$ cat config.mk
export PLATFORM = sky130hd
export DESIGN_NAME = first_nios1_system_cpu_oci_dct_sched
export DESIGN_NICKNAME = d
export VERILOG_FILES = /design/src/rtl/oci_dct_pkg.sv /design/src/rtl/first_nios1_system_cpu_oci_dct_fifo.sv /design/src/rtl/first_nios1_system_cpu_oci_dct_sched.sv
export SDC_FILE = /design/constraint.sdc
export NUM_CORES = 1
export LEC_CHECK = 0
export ABC_AREA = 1
export ABC_CLOCK_PERIOD_IN_PS = 22000
export CAP_MARGIN = 10
export CORE_ASPECT_RATIO = 0.7
export CORE_MARGIN = 8
export CORE_UTILIZATION = 51
export DETAILED_ROUTE_END_ITERATION = 12
export GPL_TIMING_DRIVEN = 1
export PLACE_DENSITY = 0.73
export SLEW_MARGIN = 25
export SYNTH_ARGS = -nofsm -noshare
export SYNTH_HDL_FRONTEND = slang
export SYNTH_SLANG_ARGS = --single-unit
$ cat constraint.sdc
create_clock -name clk -period 22 [get_ports clk]
set_input_delay 4.4 -clock clk [delete_from_list [all_inputs] [get_ports clk]]
set_output_delay 4.4 -clock clk [all_outputs]
set_load 0.1 [all_outputs]
$ cat src/rtl/oci_dct_pkg.sv
// Shared constants for the OCI debug-capture-trace scheduler.
package oci_dct_pkg;
    localparam int unsigned DATA_W = 30;
    localparam int unsigned DEPTH  = 8;
    localparam int unsigned ADDR_W = 7;
    localparam int unsigned CNT_W  = 4;

    localparam logic SRC_ITR = 1'b0;
    localparam logic SRC_DTR = 1'b1;

    localparam logic [CNT_W-1:0]  DEPTH_CNT = CNT_W'(DEPTH);
    localparam logic [ADDR_W-1:0] ADDR_MAX  = {ADDR_W{1'b1}};

    typedef logic [DATA_W:0] tm_word_t;
endpackage

$ cat src/rtl/first_nios1_system_cpu_oci_dct_fifo.sv
// Register FIFO holding {src, word} trace entries; count is a separate up/down counter.
module first_nios1_system_cpu_oci_dct_fifo #(
    parameter int unsigned Depth = 8,
    parameter int unsigned Width = 31,
    parameter int unsigned CntW  = 4
) (
    input  logic             clk_i,
    input  logic             reset_i,
    input  logic             clear_i,
    input  logic             push_i,
    input  logic [Width-1:0] wdata_i,
    input  logic             pop_i,
    output logic [Width-1:0] rdata_o,
    output logic [CntW-1:0]  count_o
);
    localparam int unsigned PtrW = $clog2(Depth);

    logic [Width-1:0] mem_q [Depth];
    logic [Width-1:0] mem_d [Depth];
    logic [PtrW-1:0]  wr_ptr_q, wr_ptr_d;
    logic [PtrW-1:0]  rd_ptr_q, rd_ptr_d;
    logic [CntW-1:0]  count_q, count_d;

    always_comb begin
        mem_d    = mem_q;
        wr_ptr_d = wr_ptr_q;
        rd_ptr_d = rd_ptr_q;
        count_d  = count_q;
        if (clear_i) begin
            for (int i = 0; i < Depth; i++) mem_d[i] = '0;
            wr_ptr_d = '0;
            rd_ptr_d = '0;
            count_d  = '0;
        end else begin
            if (push_i) begin
                mem_d[wr_ptr_q] = wdata_i;
                wr_ptr_d        = wr_ptr_q + PtrW'(1);
            end
            if (pop_i) begin
                rd_ptr_d = rd_ptr_q + PtrW'(1);
            end
            unique case ({push_i, pop_i})
                2'b10:   count_d = count_q + CntW'(1);
                2'b01:   count_d = count_q - CntW'(1);
                default: count_d = count_q;
            endcase
        end
    end

    always_ff @(posedge clk_i or posedge reset_i) begin
        if (reset_i) begin
            for (int i = 0; i < Depth; i++) mem_q[i] <= '0;
            wr_ptr_q <= '0;
            rd_ptr_q <= '0;
            count_q  <= '0;
        end else begin
            for (int i = 0; i < Depth; i++) mem_q[i] <= mem_d[i];
            wr_ptr_q <= wr_ptr_d;
            rd_ptr_q <= rd_ptr_d;
            count_q  <= count_d;
        end
    end

    assign rdata_o = mem_q[rd_ptr_q];
    assign count_o = count_q;
endmodule

$ cat src/rtl/first_nios1_system_cpu_oci_dct_sched.sv
// DCT scheduler: round-robin merge of instruction/data trace into a FIFO drained to trace memory.
module first_nios1_system_cpu_oci_dct_sched
    import oci_dct_pkg::*;
(
    input  logic              clk,
    input  logic              reset,
    input  logic              enable,
    input  logic              wrap_mode,
    input  logic              clear,
    input  logic              itr_valid,
    input  logic [DATA_W-1:0] itr_data,
    output logic              itr_ready,
    input  logic              dtr_valid,
    input  logic [DATA_W-1:0] dtr_data,
    output logic              dtr_ready,
    input  logic              tm_ready,
    output logic              tm_wr,
    output logic [ADDR_W-1:0] tm_addr,
    output logic [DATA_W:0]   tm_wdata,
    output logic [DATA_W-1:0] dct_buffer,
    output logic [CNT_W-1:0]  dct_count,
    output logic              tm_wrapped,
    output logic              tm_stopped,
    output logic              stall_seen
);
    // rr_q = 1 means the data-trace source wins the next contested cycle.
    logic              rr_q, rr_d;
    logic [ADDR_W-1:0] addr_q, addr_d;
    logic              wrapped_q, wrapped_d;
    logic              stopped_q, stopped_d;
    logic              stall_q, stall_d;
    logic [DATA_W-1:0] buf_q, buf_d;

    logic              active;
    logic              open;
    logic              push;
    tm_word_t          push_word;
    tm_word_t          head;
    logic [CNT_W-1:0]  count;

    first_nios1_system_cpu_oci_dct_fifo #(
        .Depth (DEPTH),
        .Width (DATA_W + 1),
        .CntW  (CNT_W)
    ) u_fifo (
        .clk_i   (clk),
        .reset_i (reset),
        .clear_i (clear),
        .push_i  (push),
        .wdata_i (push_word),
        .pop_i   (tm_wr),
        .rdata_o (head),
        .count_o (count)
    );

    // Reset and clear force handshakes low so no transfer happens on those cycles.
    always_comb begin
        active    = ~reset & ~clear;
        open      = active & enable & ~stopped_q & (count < DEPTH_CNT);
        itr_ready = open & itr_valid & (~dtr_valid | ~rr_q);
        dtr_ready = open & dtr_valid & (~itr_valid | rr_q);
        push      = itr_ready | dtr_ready;
        push_word = dtr_ready ? {SRC_DTR, dtr_data} : {SRC_ITR, itr_data};
        tm_wr     = active & (count != '0) & tm_ready & ~stopped_q;
    end

    always_comb begin
        rr_d      = rr_q;
        addr_d    = addr_q;
        wrapped_d = wrapped_q;
        stopped_d = stopped_q;
        stall_d   = stall_q;
        buf_d     = buf_q;
        if (clear) begin
            rr_d      = 1'b0;
            addr_d    = '0;
            wrapped_d = 1'b0;
            stopped_d = 1'b0;
            stall_d   = 1'b0;
            buf_d     = '0;
        end else begin
            if (push) begin
                rr_d  = itr_ready;
                buf_d = itr_ready ? itr_data : dtr_data;
            end
            if (tm_wr) begin
                if (addr_q == ADDR_MAX) begin
                    if (wrap_mode) begin
                        addr_d    = '0;
                        wrapped_d = 1'b1;
                    end else begin
                        stopped_d = 1'b1;
                    end
                end else begin
                    addr_d = addr_q + ADDR_W'(1);
                end
            end
            if ((itr_valid | dtr_valid) & enable & ~stopped_q & (count == DEPTH_CNT)) begin
                stall_d = 1'b1;
            end
        end
    end

    always_ff @(posedge clk or posedge reset) begin
        if (reset) begin
            rr_q      <= 1'b0;
            addr_q    <= '0;
            wrapped_q <= 1'b0;
            stopped_q <= 1'b0;
            stall_q   <= 1'b0;
            buf_q     <= '0;
        end else begin
            rr_q      <= rr_d;
            addr_q    <= addr_d;
            wrapped_q <= wrapped_d;
            stopped_q <= stopped_d;
            stall_q   <= stall_d;
            buf_q     <= buf_d;
        end
    end

    assign tm_addr    = addr_q;
    assign tm_wdata   = head;
    assign dct_buffer = buf_q;
    assign dct_count  = count;
    assign tm_wrapped = wrapped_q;
    assign tm_stopped = stopped_q;
    assign stall_seen = stall_q;
endmodule

==> summary.md <==
| Metric | Value |
|---|---|
| Final Hold Fails | 0 |
| CP Capture Type | primary output |
| Family with the most delay on the worst path | buffers and inverters |
| Hold_buf cts | 0 |
| Mapped Area | 0.0139 mm2 |
| Via/cell ratio | 5.60 |
| Sequential area share after synthesis | 0.538 |
| 1st-pass router iterations | 5 |
| DR WL/cell | 18.8 um |
| EDFF count, synth | 0 |
| Total power density per cell area | 75.2 mW/mm2 |
| DRC viols | 0 |
| Layout overhead on the synthesized area | 20.9% |
| Syn Area/Cell | 8.24 um2 |
| Num CTS Buffers | 30 |
| Critical Path Start Type | input port |
| Clk root buf | clkbuf_16 |
| Slew Viols, Final | 0 |
| Die area | 0.0329 mm2 |
| Chip Width | 213 um |
| Post-DP HPWL | 23600 um |
| Critical Path RT | 17.60 ns |
| Number of global-route vias before repair | 11.8k |
| WL final | 40800 um |
| Final Cycle Share | 0.531 |
| VDD IR max | 0.0000626 V |
| CTS HTree Levels | 1 |
| Die Height | 154 um |
| Leak pwr | 7.33 nW |
| Initial Utilization | 0.519 |
| Top FF cell, synth | dfrtp_1 |
| Placed Area | 0.0156 mm2 |
| Setup TNS | 0 ns |
| Count of cell types in the netlist | 37 |
| Crit path time final | 11.67 ns |
| Crit Path Class | in -> out |
| # nets final | 1856 |
| # resized after CTS | 0 |
| CTS max path bufs | 3 |
| Fin Clk Skew | 0.0118 ns |
| Initial DRC count | 1223 |
| Top-count cell post-synth | nand2_1 |
| Slew HR | 0.315 |
| Antenna Violating Nets Remaining | 0 |
| Clock slew at reported path FFs | 0.06 ns |
| Fmax | 85.7 MHz |
| Synth area leader | dfrtp_1 |
| Max_cap viols | 0 |
| RSZ-0062 raised after global routing | no |
| FFs w/ async S/R, synth | 1.00 |
| Diode count | 0 |
| Initial antenna violation count | 0 |
| Run status | complete, no violations |
| Worst Hold Class | reg -> reg |
| Worst EP arrival | 7.27 ns |
| Remaining Overflow, GRT | 0 |
| TritonCTS Sinks | 299 |
| Top cell type's share of synthesized area | 0.538 |
| TritonCTS clock tree | yes |
| Row count | 50 |
| Ys Warns | 0 |
| Top-Level Pins | 146 |
| Total Power Consumption | 1.26 mW |
| Largest net degree at the start of global routing | 198 |
| Post-CTS Setup Bufs | 0 |
| First-pass GRT wire length | 65200 um |
| Crit-path cells | clkdlybuf4s50_1 > buf_4 > nor2_4 > and3_4 > nand3_4 > buf_4 > inv_1 > clkdlybuf4s50_1 |
| Vias | 12.2k |
| Worst Tran Pin Value | 1.03 ns |
| Worst path max stage delay | 0.99 ns |
| Final number of setup-violating endpoints | 0 |
| Routability cong. | 0.814 |
| Fraction of layout cells with a size suffix above 1 | 0.0914 |
| Fin area | 0.0168 mm2 |
| Slowest CP cell | clkdlybuf4s50_1 |
| #FFs+latches synth | 299 |
| Post-synth net total | 1760 |
| Cells after Synth | 1687 |
| Finished Layout Cells | 2170 |
| Synth area leaders | dfrtp_1 54%, nand2_1 10%, o21ai_0 8.1%, o21ai_1 6.5%, inv_1 4.4% |
| DP Cell Count | 2111 |
| Top post-synthesis cells by count | 382 x nand2_1, 299 x dfrtp_1, 224 x o21ai_0 |
| Worst-Skew Late Latency | 0.55 ns |
| Worst-path fanout max | 69 |
| IO Port Bufs | 145 |
| GRT Total Usage | 0.246 |
| Buffers & Inverters on Critical Path | 5 |
| Core Area | 0.0268 mm2 |
cells in the final DEF, fill, tap and decap left out, types with 4 or more instances in the layout:
cell               n
a21oi_1           94
a21oi_4            5
a31oi_1           31
buf_16             7
buf_4             16
bufinv_16          4
clkbuf_16         31
clkbuf_8           9
clkdlybuf4s50_1  145
clkinv_2           7
dfrtp_1          297
ha_1               5
inv_1            160
inv_2             33
nand2_1          382
nand3_1            8
nor2_1            58
nor2_2            32
nor2_4             4
nor3_1             4
o211ai_1           5
o21ai_0          224
o21ai_1          181
o22ai_1           33
cell type report:
| type | count | area (um2) |
|---|---|---|
| Clock buffer | 43 | 911 |
| Timing Repair Buffer | 171 | 1810 |
| Fill cell | 2398 | 9980 |
| Sequential cell | 299 | 7480 |
| Tap cell | 364 | 455 |
| Inverter | 196 | 748 |
| Multi-Input combinational cell | 1085 | 5230 |
| Clock inverter | 12 | 164 |
worst min-delay path, cell delays in order, from the launching register on:
cell	delay, ns
dfrtp_1	0.34
nand2_1	0.05
nand2_1	0.05
kinds of logic (layout without fill, tap and decap cells):
| logic type | count (synthesis) | in the layout | synth area share |
|---|---|---|---|
| compound gates | 580 | 580 | 0.220 |
| flops | 299 | 299 | 0.538 |
| buf+inv | 303 | 422 | 0.0874 |
| fa+ha+maj | 5 | 5 | 0.00450 |
| simple gates | 497 | 497 | 0.148 |
| xor+xnor | 3 | 3 | 0.00189 |
stage by stage:
stage	utilization	hold slack, ns	worst slack (ns)
after CTS	0.623	0.483	10.31
final	0.627	0.482	10.33
after floorplan	-	0.442	9.34
after global routing	0.627	0.498	10.16
after global placement	0.579	0.461	10.33
after detailed placement	0.583	0.466	10.31
flip-flops by register name, summed over array words and instances, names as in the netlist:
name and count:
u_fifo.count_o 4, tm_addr 7, tm_wrapped 1, rr_q 1, tm_stopped 1, stall_seen 1
u_fifo.wr_ptr_q 3, u_fifo.mem_q 248, dct_buffer 30, u_fifo.rd_ptr_q 3
final timing paths:
kind / startpoint / end / slack [ns] / cells past startpoint
worst max-delay path: clear / dtr_ready / 10.33 / 8
worst min-delay path: dct_buffer[17] / dct_buffer[17] / 0.48 / 2
worst max register to register: u_fifo.count_o[3] / u_fifo.mem_q[200] / 18.46 / 5
worst min register to register: dct_buffer[17] / dct_buffer[17] / 0.48 / 2
max in group asynchronous: reset / u_fifo.mem_q[215] / 15.99 / 4
min in group asynchronous: reset / u_fifo.count_o[1] / 4.47 / 2
report_power, final:
part	internal [mW]	total (mW)	switching [mW]
combinational	0.0392	0.149	0.110
clock	0.333	0.551	0.218
sequential	0.557	0.563	0.00535
metal layers:
layer / part of all wire / track usage / up-vias
met5: 0 / 0 / -
met4: 0.021 / 0.0580 / 0
met3: 0.095 / 0.0510 / 73
met2: 0.45 / 0.377 / 532
met1: 0.44 / 0.353 / 5823
li1: - / - / 5725
Power figures use the tool's default switching activity.
